--- src/rtl/instruction_loader_pkg.sv ---
// Shared loader/fetch constants: instruction-memory geometry, halt marker, FSM encoding.
// Combinational definitions only; no latency and no flow control.
package instruction_loader_pkg;

    localparam int          INSTR_SIZE    = 32;
    localparam int          IMEM_ADDR_W   = 14;
    localparam logic [31:0] DEF_HALT_WORD = 32'hFFFF_FFFF;

    localparam logic [2:0] ST_IDLE  = 3'd0;
    localparam logic [2:0] ST_RECV  = 3'd1;
    localparam logic [2:0] ST_WRITE = 3'd2;
    localparam logic [2:0] ST_DONE  = 3'd3;
    localparam logic [2:0] ST_ERROR = 3'd4;

endpackage

--- src/rtl/instruction_loader_if.sv ---
// Byte-stream input and instruction-memory write port of the program loader.
// Wires only; the byte strobe has no ready, so the stream cannot be backpressured.
interface instruction_loader_if
    import instruction_loader_pkg::*;
#(
    parameter int SIZE   = INSTR_SIZE,
    parameter int ADDR_W = IMEM_ADDR_W
);
    logic              i_start;
    logic              i_byte_valid;
    logic [7:0]        i_byte;
    logic              o_mem_we;
    logic [ADDR_W-1:0] o_mem_addr;
    logic [SIZE-1:0]   o_mem_data;
    logic              o_cpu_hold;
    logic              o_done;
    logic              o_error;
    logic [ADDR_W:0]   o_word_count;

    modport master (
        output i_start, i_byte_valid, i_byte,
        input  o_mem_we, o_mem_addr, o_mem_data, o_cpu_hold, o_done, o_error, o_word_count
    );

    modport slave (
        input  i_start, i_byte_valid, i_byte,
        output o_mem_we, o_mem_addr, o_mem_data, o_cpu_hold, o_done, o_error, o_word_count
    );
endinterface

--- src/rtl/instruction_loader_word_assembler.sv ---
// Big-endian byte-to-word shifter; o_word/o_word_ready are combinational with the 4th byte.
// No backpressure: every accepted strobe is consumed in the cycle it arrives.
module word_assembler #(
    parameter int SIZE = 32
) (
    input  logic            clk,
    input  logic            rst,
    input  logic            i_clear,
    input  logic            i_accept,
    input  logic            i_byte_valid,
    input  logic [7:0]      i_byte,
    output logic [SIZE-1:0] o_word,
    output logic            o_word_ready
);
    // Only the three most recent bytes need storing; the fourth arrives on i_byte.
    logic [SIZE-9:0] r_shift;
    logic [1:0]      r_cnt;
    logic            w_take;

    assign w_take       = i_accept & i_byte_valid;
    assign o_word       = {r_shift, i_byte};
    assign o_word_ready = w_take && (r_cnt == 2'd3);

    always_ff @(posedge clk) begin
        if (!rst) begin
            r_shift <= '0;
            r_cnt   <= 2'd0;
        end else if (i_clear) begin
            r_shift <= '0;
            r_cnt   <= 2'd0;
        end else if (w_take) begin
            r_shift <= o_word[SIZE-9:0];
            r_cnt   <= r_cnt + 2'd1;
        end
    end
endmodule

--- src/rtl/instruction_loader.sv ---
// Loads a byte stream into instruction memory until the halt word; o_mem_we is one cycle after the 4th byte.
// No backpressure: a byte strobed during the write cycle becomes byte 0 of the next word.
module instruction_loader
    import instruction_loader_pkg::*;
#(
    parameter int              SIZE      = INSTR_SIZE,
    parameter int              ADDR_W    = IMEM_ADDR_W,
    parameter logic [SIZE-1:0] HALT_WORD = DEF_HALT_WORD
) (
    input  logic               clk,
    input  logic               rst,
    instruction_loader_if.slave bus
);
    logic [2:0]        r_state;
    logic [2:0]        w_next;
    logic [ADDR_W-1:0] r_addr;
    logic [ADDR_W:0]   r_word_count;
    logic              r_mem_we;
    logic [ADDR_W-1:0] r_mem_addr;
    logic [SIZE-1:0]   r_mem_data;
    logic              r_done;
    logic              r_error;
    logic              r_cpu_hold;
    logic              w_accept;
    logic              w_clear;
    logic [SIZE-1:0]   w_word;
    logic              w_word_ready;

    assign w_accept = (r_state == ST_RECV) || (r_state == ST_WRITE);
    assign w_clear  = bus.i_start && !w_accept;

    word_assembler #(.SIZE(SIZE)) u_asm (
        .clk          (clk),
        .rst          (rst),
        .i_clear      (w_clear),
        .i_accept     (w_accept),
        .i_byte_valid (bus.i_byte_valid),
        .i_byte       (bus.i_byte),
        .o_word       (w_word),
        .o_word_ready (w_word_ready)
    );

    always_comb begin
        w_next = r_state;
        case (r_state)
            ST_IDLE, ST_DONE, ST_ERROR: if (bus.i_start) w_next = ST_RECV;
            ST_RECV:                    if (w_word_ready) w_next = ST_WRITE;
            ST_WRITE: begin
                // Halt takes priority so a halt word in the last slot still ends in DONE.
                if (r_mem_data == HALT_WORD) w_next = ST_DONE;
                else if (r_addr == '1)       w_next = ST_ERROR;
                else                         w_next = ST_RECV;
            end
            default:                    w_next = ST_IDLE;
        endcase
    end

    always_ff @(posedge clk) begin
        if (!rst) begin
            r_state      <= ST_IDLE;
            r_addr       <= '0;
            r_word_count <= '0;
            r_mem_we     <= 1'b0;
            r_mem_addr   <= '0;
            r_mem_data   <= '0;
            r_done       <= 1'b0;
            r_error      <= 1'b0;
            r_cpu_hold   <= 1'b1;
        end else begin
            r_state    <= w_next;
            r_mem_we   <= (w_next == ST_WRITE);
            r_done     <= (w_next == ST_DONE);
            r_error    <= (w_next == ST_ERROR);
            r_cpu_hold <= (w_next != ST_DONE);
            if (w_next == ST_WRITE) begin
                r_mem_addr <= r_addr;
                r_mem_data <= w_word;
            end
            if (r_state == ST_WRITE) begin
                r_addr       <= r_addr + 1'b1;
                r_word_count <= r_word_count + 1'b1;
            end
            if (w_clear) begin
                r_addr       <= '0;
                r_word_count <= '0;
            end
        end
    end

    assign bus.o_mem_we     = r_mem_we;
    assign bus.o_mem_addr   = r_mem_addr;
    assign bus.o_mem_data   = r_mem_data;
    assign bus.o_done       = r_done;
    assign bus.o_error      = r_error;
    assign bus.o_cpu_hold   = r_cpu_hold;
    assign bus.o_word_count = r_word_count;
endmodule

--- src/flat_wrapper.sv ---
// flat-port wrapper written by rule: the top's interface ports become plain ports
module instruction_loader_flat import instruction_loader_pkg::*;
#(
    parameter int              SIZE      = INSTR_SIZE,
    parameter int              ADDR_W    = IMEM_ADDR_W,
    parameter logic [SIZE-1:0] HALT_WORD = DEF_HALT_WORD
)
  (clk, rst, bus_i_start, bus_i_byte_valid, bus_i_byte, bus_o_mem_we, bus_o_mem_addr, bus_o_mem_data, bus_o_cpu_hold, bus_o_done, bus_o_error, bus_o_word_count);
  instruction_loader_if #(.SIZE(SIZE), .ADDR_W(ADDR_W)) bus_i ();
  input  logic clk;
  input  logic rst;
  input wire logic [$bits(bus_i.i_start)-1:0] bus_i_start;
  input wire logic [$bits(bus_i.i_byte_valid)-1:0] bus_i_byte_valid;
  input wire logic [$bits(bus_i.i_byte)-1:0] bus_i_byte;
  output wire logic [$bits(bus_i.o_mem_we)-1:0] bus_o_mem_we;
  output wire logic [$bits(bus_i.o_mem_addr)-1:0] bus_o_mem_addr;
  output wire logic [$bits(bus_i.o_mem_data)-1:0] bus_o_mem_data;
  output wire logic [$bits(bus_i.o_cpu_hold)-1:0] bus_o_cpu_hold;
  output wire logic [$bits(bus_i.o_done)-1:0] bus_o_done;
  output wire logic [$bits(bus_i.o_error)-1:0] bus_o_error;
  output wire logic [$bits(bus_i.o_word_count)-1:0] bus_o_word_count;
  assign bus_i.i_start = bus_i_start;
  assign bus_i.i_byte_valid = bus_i_byte_valid;
  assign bus_i.i_byte = bus_i_byte;
  assign bus_o_mem_we = bus_i.o_mem_we;
  assign bus_o_mem_addr = bus_i.o_mem_addr;
  assign bus_o_mem_data = bus_i.o_mem_data;
  assign bus_o_cpu_hold = bus_i.o_cpu_hold;
  assign bus_o_done = bus_i.o_done;
  assign bus_o_error = bus_i.o_error;
  assign bus_o_word_count = bus_i.o_word_count;
  instruction_loader #(.SIZE(SIZE), .ADDR_W(ADDR_W), .HALT_WORD(HALT_WORD)) u_core (.clk(clk), .rst(rst), .bus(bus_i));
endmodule
--- config.mk ---
export PLATFORM = sky130hd
export DESIGN_NAME = instruction_loader_flat
export DESIGN_NICKNAME = d
export VERILOG_FILES = /design/src/rtl/instruction_loader_pkg.sv /design/src/rtl/instruction_loader_if.sv /design/src/rtl/instruction_loader_word_assembler.sv /design/src/rtl/instruction_loader.sv /design/src/flat_wrapper.sv
export SDC_FILE = /design/constraint.sdc
export NUM_CORES = 1
export LEC_CHECK = 0
export BUFFER_PORTS_ARGS = -buffer_cell sky130_fd_sc_hd__buf_2
export CAP_MARGIN = 20
export CELL_PAD_IN_SITES_DETAIL_PLACEMENT = 1
export CELL_PAD_IN_SITES_GLOBAL_PLACEMENT = 1
export CORE_MARGIN = 2
export CORE_UTILIZATION = 45
export DETAILED_ROUTE_END_ITERATION = 10
export PLACE_DENSITY_LB_ADDON = 0.1
export SLEW_MARGIN = 5
export SYNTH_ARGS = -nofsm -noshare
export SYNTH_HDL_FRONTEND = slang
export SYNTH_HIERARCHICAL = 1
export SYNTH_SLANG_ARGS = --single-unit
--- constraint.sdc ---
create_clock -name clk -period 6.02 [get_ports clk]
set_input_delay 0.903 -clock clk [delete_from_list [all_inputs] [get_ports clk]]
set_output_delay 0.903 -clock clk [all_outputs]
set_load 0.02 [all_outputs]
==> qor.txt, run 1 <==
Outcome: finished, final reports clean
Critical Path End Type: flip-flop
Final hold violations: 0
Static Leak: 1.90 nW
CP Cell Sequence: xnor2_1, nor2_4, and3_1, nand3b_1, buf_4, nand2_1, a21boi_1
Number of port buffers: 76
Slowest CP cell: nor2_4
Vias in the first global route: 3617
Fin crit period: 3.63 ns
Synthesized flop and latch total: 108
Post-synth EDFFs: 0
Nets: 589
Post-synth top area cell: dfxtp_1
P&R area growth vs syn: 10.0%
Sequential share of the synthesized area: 0.453
Clk sinks: 108
Routed vias: 3771
Cells after DPL: 698
Wirelength, routed: 11200 um
DR WL/cell: 15.7 um
DRT iter0 DRCs: 114
Pre-antenna DRT Iters: 4
Share of layout cells above drive strength 1: 0.218
Min-Delay Path Class: reg -> reg
Syn nets: 545
DRC Markers: 0
YS warnings: 6
Post_cts resized: 0
Antenna cells: 0
Core footprint: 0.0103 mm^2
Total negative setup slack: 0 ns
CP top delay family: simple AND/OR/NAND/NOR gates
CP Launch Type: flip-flop
Initial antenna violation count: 0
Tot Pwr: 1.19 mW
Crit path buf inv count: 1
Non-filler instance count after layout: 715
Slew Viols, Final: 0
Peak Freq: 0.276 GHz
Leading post-synthesis cells by cell area: dfxtp_1, nand2_1, a21boi_1, a21bo_1, a21oi_2
CTS Hold Bufs: 0
Initial Util: 0.463
DIE HEIGHT: 107 um
CTS buffer count: 9
Synth cell types: 44
Largest net degree at the start of global routing: 56
IO Pins: 77
Layout Skew: 0.00479 ns
Reg clk slew, reported paths: 0.09 ns
Root Driver: clkbuf_8
CP Max Fanout: 53
DR vias/cell: 5.27
Antenna Nets Post-Route: 0
CTS Buffer Depth: 2
Worst EP arrival: 3.89 ns
Final setup fails: 0
Worst vdd ir: 0.000101 V
Worst-margin pin slew: 1.10 ns
Gr usage total: 0.197
Most common cell after layout, fill and taps aside: nand2_1
Most frequent cells in the layout: nand2_1, dfxtp_1, buf_2
Netlist Area Pre-Place: 0.00478 mm^2
Final worst-path cycle share: 0.602
CP Class: reg -> reg
Die Footprint: 0.0115 mm^2
Yosys top cell area share: 0.453
WP data required: 6.28 ns
Pwr Density: 227 mW/mm^2
Total global routing overflow: 0
RSZ-0062 raised after global routing: false
Wire length of the first global-routing pass: 18100 um
Most common flop cell mapped by yosys: dfxtp_1
Gpl congestion: 0.728
TritonCTS clock tree: yes
Mean Syn Cell Area: 9.01 um^2
HPWL after detailed placement: 7620 um
Post CTS Setup Buffer Count: 0
Max-cap viol count: 0
Crit path largest cell delay: 0.87 ns
Synth Instances: 530
Die Wd: 107 um
Skew-Pair Late Insertion Delay: 0.36 ns
Rows: 37
Rel. slew slack: 0.265
Asr flop ratio synth: 0
H-Tree Level Count: 3
-- path summary, 6_finish.rpt --
check,from,to,slack (ns),cells past startpoint
max,u_core/r_state[1]$_SDFF_PN0_,u_core/bus.o_mem_addr[8]$_SDFFE_PN0N_,2.39,7
min,u_core/u_asm/r_shift[21]$_SDFFE_PP0P_,u_core/bus.o_mem_data[29]$_SDFFE_PN0N_,0.46,2
max reg2reg,u_core/r_state[1]$_SDFF_PN0_,u_core/bus.o_mem_addr[8]$_SDFFE_PN0N_,2.39,7
min reg2reg,u_core/u_asm/r_shift[21]$_SDFFE_PP0P_,u_core/bus.o_mem_data[29]$_SDFFE_PN0N_,0.46,2
-- Yosys cell counts, types with 3 or more instances --
| library cell | number |
|---|---|
| a21bo_1 | 24 |
| a21boi_1 | 46 |
| a21oi_1 | 8 |
| a21oi_2 | 23 |
| buf_2 | 17 |
| buf_4 | 11 |
| buf_6 | 4 |
| buf_8 | 3 |
| clkbuf_1 | 12 |
| dfxtp_1 | 108 |
| ha_1 | 3 |
| inv_1 | 4 |
| nand2_1 | 109 |
| nand3_1 | 32 |
| nand4_1 | 17 |
| nor2_1 | 27 |
| nor3_1 | 9 |
| nor4_1 | 9 |
| o21ai_0 | 6 |
| or3_1 | 3 |
| xnor2_1 | 17 |
| xor2_1 | 8 |
-- routing by layer --
| layer | vias up | GRT usage | wire length, um |
|---|---|---|---|
| met3 | 8 | 0.0267 | 263 |
| met2 | 49 | 0.330 | 5420 |
| met4 | 0 | 0.0705 | 117 |
| met1 | 1822 | 0.261 | 5410 |
| li1 | 1892 | - | - |
| met5 | - | 0 | 0 |
-- cells by family (layout without fill, tap and decap cells) --
group                      Yosys count  after routing  share of synthesized area
DFF                                108            108                      0.453
adders and majority gates            3              3                    0.00786
AOI/OAI and AO/OA                  116            116                      0.196
and+or+nand+nor                    227            227                      0.231
xor gates and xnor gates            25             25                     0.0458
buffers and inverters               51            100                     0.0665
-- worst reg2reg max path, stage by stage (launching register included) --
cell      delay [ns]
dfxtp_1         0.64
xnor2_1         0.24
nor2_4          0.87
and3_1          0.35
nand3b_1        0.71
buf_4           0.52
nand2_1         0.11
a21boi_1        0.07
-- state kept, by name, indices dropped and copies added, names as in the netlist --
signal                   cells
u_core/bus.o_cpu_hold        1
u_core/bus.o_done            1
u_core/bus.o_error           1
u_core/bus.o_mem_addr       14
u_core/bus.o_mem_data       32
u_core/bus.o_mem_we          1
u_core/bus.o_word_count     15
u_core/r_addr               14
u_core/r_state               3
u_core/u_asm/r_cnt           2
u_core/u_asm/r_shift        24
-- per-stage QoR --
step / utilization / setup WS (ns) / hold slack [ns] / instance area [um^2]
after global routing: 0.509 / 2.11 / 0.490 / 5260
final: 0.509 / 2.39 / 0.456 / 5260
after global placement: 0.490 / 2.66 / 0.440 / 5060
after CTS: 0.508 / 2.48 / 0.463 / 5240
after detailed placement: 0.490 / 2.50 / 0.449 / 5060
after floorplan: - / 3.60 / 0.428 / 4780
-- where the power goes --
| part | internal, mW | leakage (nW) | total (mW) | switching [mW] |
|---|---|---|---|---|
| clock network | 0.185 | 0.0937 | 0.419 | 0.234 |
| registers | 0.716 | 0.870 | 0.719 | 0.00322 |
| logic | 0.0173 | 0.941 | 0.0545 | 0.0372 |
-- final cells by class --
class	instances	area, um^2
clock inverters	1	5.00
multi-input cells	371	2310
inverters	4	15.0
fillers	1263	5070
repair buffers	80	418
flip-flops and latches	108	2160
clock buffers	15	176
well taps	136	170
Note: power is estimated with default switching activity, not from simulation.
==> run 2, diff against run 1 <==
- CORE_UTILIZATION: 45 -> 43
- clock period: 6.02 -> 3.5 ns (I/O delays scaled with it)
==> qor.txt, run 2 (synthesized netlist as in run 1, its figures left out) <==
Total negative setup slack: 0 ns (unchanged)
Die Wd: 109 um (was 107 um)
Core footprint: 0.0108 mm^2 (was 0.0103 mm^2)
CP Max Fanout: 32 (was 53)
Switching share of power: 0.235 (was 0.230)
CP top delay family: simple AND/OR/NAND/NOR gates (unchanged)
Slowest CP cell: dfxtp_1 (was nor2_4)
CP Cell Sequence: xnor2_1, nor2_4, and3_1, nand2b_1, nor3b_2, buf_4, nand2_1, a21boi_1 (was xnor2_1, nor2_4, and3_1, nand3b_1, buf_4, nand2_1, a21boi_1)
Nets: 595 (was 589)
Die Footprint: 0.0120 mm^2 (was 0.0115 mm^2)
Cells after DPL: 709 (was 698)
Internal Power: 1.61 mW (was 0.919 mW)
RSZ-0062 raised after global routing: false (unchanged)
Final hold violations: 0 (unchanged)
H-Tree Level Count: 3 (unchanged)
WP data required: 3.81 ns (was 6.28 ns)
Vias in the first global route: 3733 (was 3617)
Comb power frac: 0.045 (was 0.046)
Pre-antenna DRT Iters: 4 (unchanged)
Initial antenna violation count: 0 (unchanged)
Gpl congestion: 0.781 (was 0.728)
DR WL/cell: 15.3 um (was 15.7 um)
Reg power frac: 0.587 (was 0.603)
Rel. slew slack: 0.652 (was 0.265)
Clk sinks: 108 (unchanged)
Worst vdd ir: 0.000185 V (was 0.000101 V)
Post_cts resized: 0 (unchanged)
Wirelength, routed: 11100 um (was 11200 um)
Most frequent cells in the layout: nand2_1, dfxtp_1, buf_2 (unchanged)
Skew-Pair Late Insertion Delay: 0.39 ns (was 0.36 ns)
DIE HEIGHT: 109 um (was 107 um)
Routed vias: 3781 (was 3771)
Clock share of power: 0.368 (was 0.351)
Most common cell after layout, fill and taps aside: nand2_1 (unchanged)
P&R area growth vs syn: 11.3% (was 10.0%)
Initial Util: 0.441 (was 0.463)
CP Class: reg -> reg (unchanged)
CP Launch Type: flip-flop (unchanged)
Pwr Density: 396 mW/mm^2 (was 227 mW/mm^2)
Worst-margin pin slew: 0.521 ns (was 1.10 ns)
Min-Delay Path Class: in -> reg (was reg -> reg)
Total global routing overflow: 0 (unchanged)
Max reg flops: 32 (unchanged)
CTS Hold Bufs: 0 (unchanged)
Net load switching power: 0.496 mW (was 0.274 mW)
CTS Buffer Depth: 2 (unchanged)
Slew Viols, Final: 0 (unchanged)
Layout Skew: 0.0119 ns (was 0.00479 ns)
Reg clk slew, reported paths: 0.10 ns (was 0.09 ns)
Post CTS Setup Buffer Count: 0 (unchanged)
Rows: 38 (was 37)
Antenna cells: 0 (unchanged)
Register area: 0.00216 mm^2 (unchanged)
CTS buffer count: 9 (unchanged)
Final setup fails: 0 (unchanged)
Area of the multi-input gates: 0.00231 mm^2 (unchanged)
Final worst-path cycle share: 0.611 (was 0.602)
Wire length of the first global-routing pass: 18200 um (was 18100 um)
DR vias/cell: 5.22 (was 5.27)
Max-cap viol count: 0 (unchanged)
Peak Freq: 0.467 GHz (was 0.276 GHz)
Root Driver: clkbuf_8 (unchanged)
Worst EP arrival: 2.45 ns (was 3.89 ns)
Static Leak: 1.94 nW (was 1.90 nW)
Critical Path End Type: flip-flop (unchanged)
Number of port buffers: 76 (unchanged)
HPWL after detailed placement: 7620 um (about the same)
Antenna Nets Post-Route: 0 (unchanged)
Fin crit period: 2.14 ns (was 3.63 ns)
DRT iter0 DRCs: 148 (was 114)
Crit path buf inv count: 1 (unchanged)
Share of layout cells above drive strength 1: 0.231 (was 0.218)
Crit path largest cell delay: 0.62 ns (was 0.87 ns)
Largest net degree at the start of global routing: 53 (was 56)
IO Pins: 77 (unchanged)
DRC Markers: 0 (unchanged)
Fillers: 1294 (was 1263)
TritonCTS clock tree: yes (unchanged)
Gr usage total: 0.194 (was 0.197)
Outcome: finished, final reports clean (unchanged)
Non-filler instance count after layout: 725 (was 715)
[run 2: cell types whose count changed in the layout (fill, tap and decap cells not counted), sizes merged]
cell      previous run  this run
buf                 80        86
bufinv               0         1
clkbuf              15        10
clkinv               1         3
clkinvlp             0         2
[run 2: per-layer routing]
metal,up-vias,global-route usage,routed length [um]
li1,1904,-,-
met1,1807,0.248,5190
met2,56,0.323,5410
met3,14,0.0344,308
met4,0,0.0805,216
met5,-,0,0
[run 2: worst paths after layout]
path                                          startpoint                                      to  slack [ns]  cells past startpoint
setup / recovery            u_core/r_state[1]$_SDFF_PN0_   u_core/bus.o_mem_data[2]$_SDFFE_PN0N_        1.36                      8
setup reg to reg            u_core/r_state[1]$_SDFF_PN0_   u_core/bus.o_mem_data[2]$_SDFFE_PN0N_        1.36                      8
hold reg to reg   u_core/bus.o_mem_addr[10]$_SDFFE_PN0N_  u_core/bus.o_mem_addr[10]$_SDFFE_PN0N_        0.46                      2
hold / removal                             bus_i_byte[0]   u_core/bus.o_mem_data[0]$_SDFFE_PN0N_        0.39                      3
[run 2: power groups by stage]
| stage | Sequential, mW | Clock (mW) | Combinational (mW) |
|---|---|---|---|
| finish | 1.24 | 0.775 | 0.0947 |
| CTS | 1.24 | 0.799 | 0.0964 |
| global placement | 1.27 | 0 | 0.0942 |
| global route | 1.24 | 0.852 | 0.104 |
| detailed placement | 1.27 | 0 | 0.0960 |
| floorplan | 1.26 | 0 | 0.0937 |
[run 2: tightest hold or removal path, delay by kind of cell]
kind | cells | cell delay (ns)
simple gates | 1 | 0.05
compound gates | 1 | 0.05
buf+inv | 1 | 0.11
[run 2: layout make-up]
class                   instances  share of cell area
multi-input cells             371               0.434
flip-flops and latches        108               0.407
repair buffers                 86              0.0856
well taps                     140              0.0329
clock buffers                  10              0.0259
clock inverters                 6              0.0120
inverters                       4             0.00282
[run 2: metrics by stage]
stage          area [um^2]  setup WS [ns]   util  power, mW  hold slack [ns]
6_report              5320           1.36  0.491       2.11            0.394
5_1_grt               5320           1.06  0.491       2.19            0.382
4_1_cts               5320           1.34  0.491       2.13            0.388
3_5_place_dp          5120           1.38  0.472       1.36            0.449
3_3_place_gp          5120           1.49  0.472       1.36            0.444
2_1_floorplan         4780           1.35      -       1.36            0.428
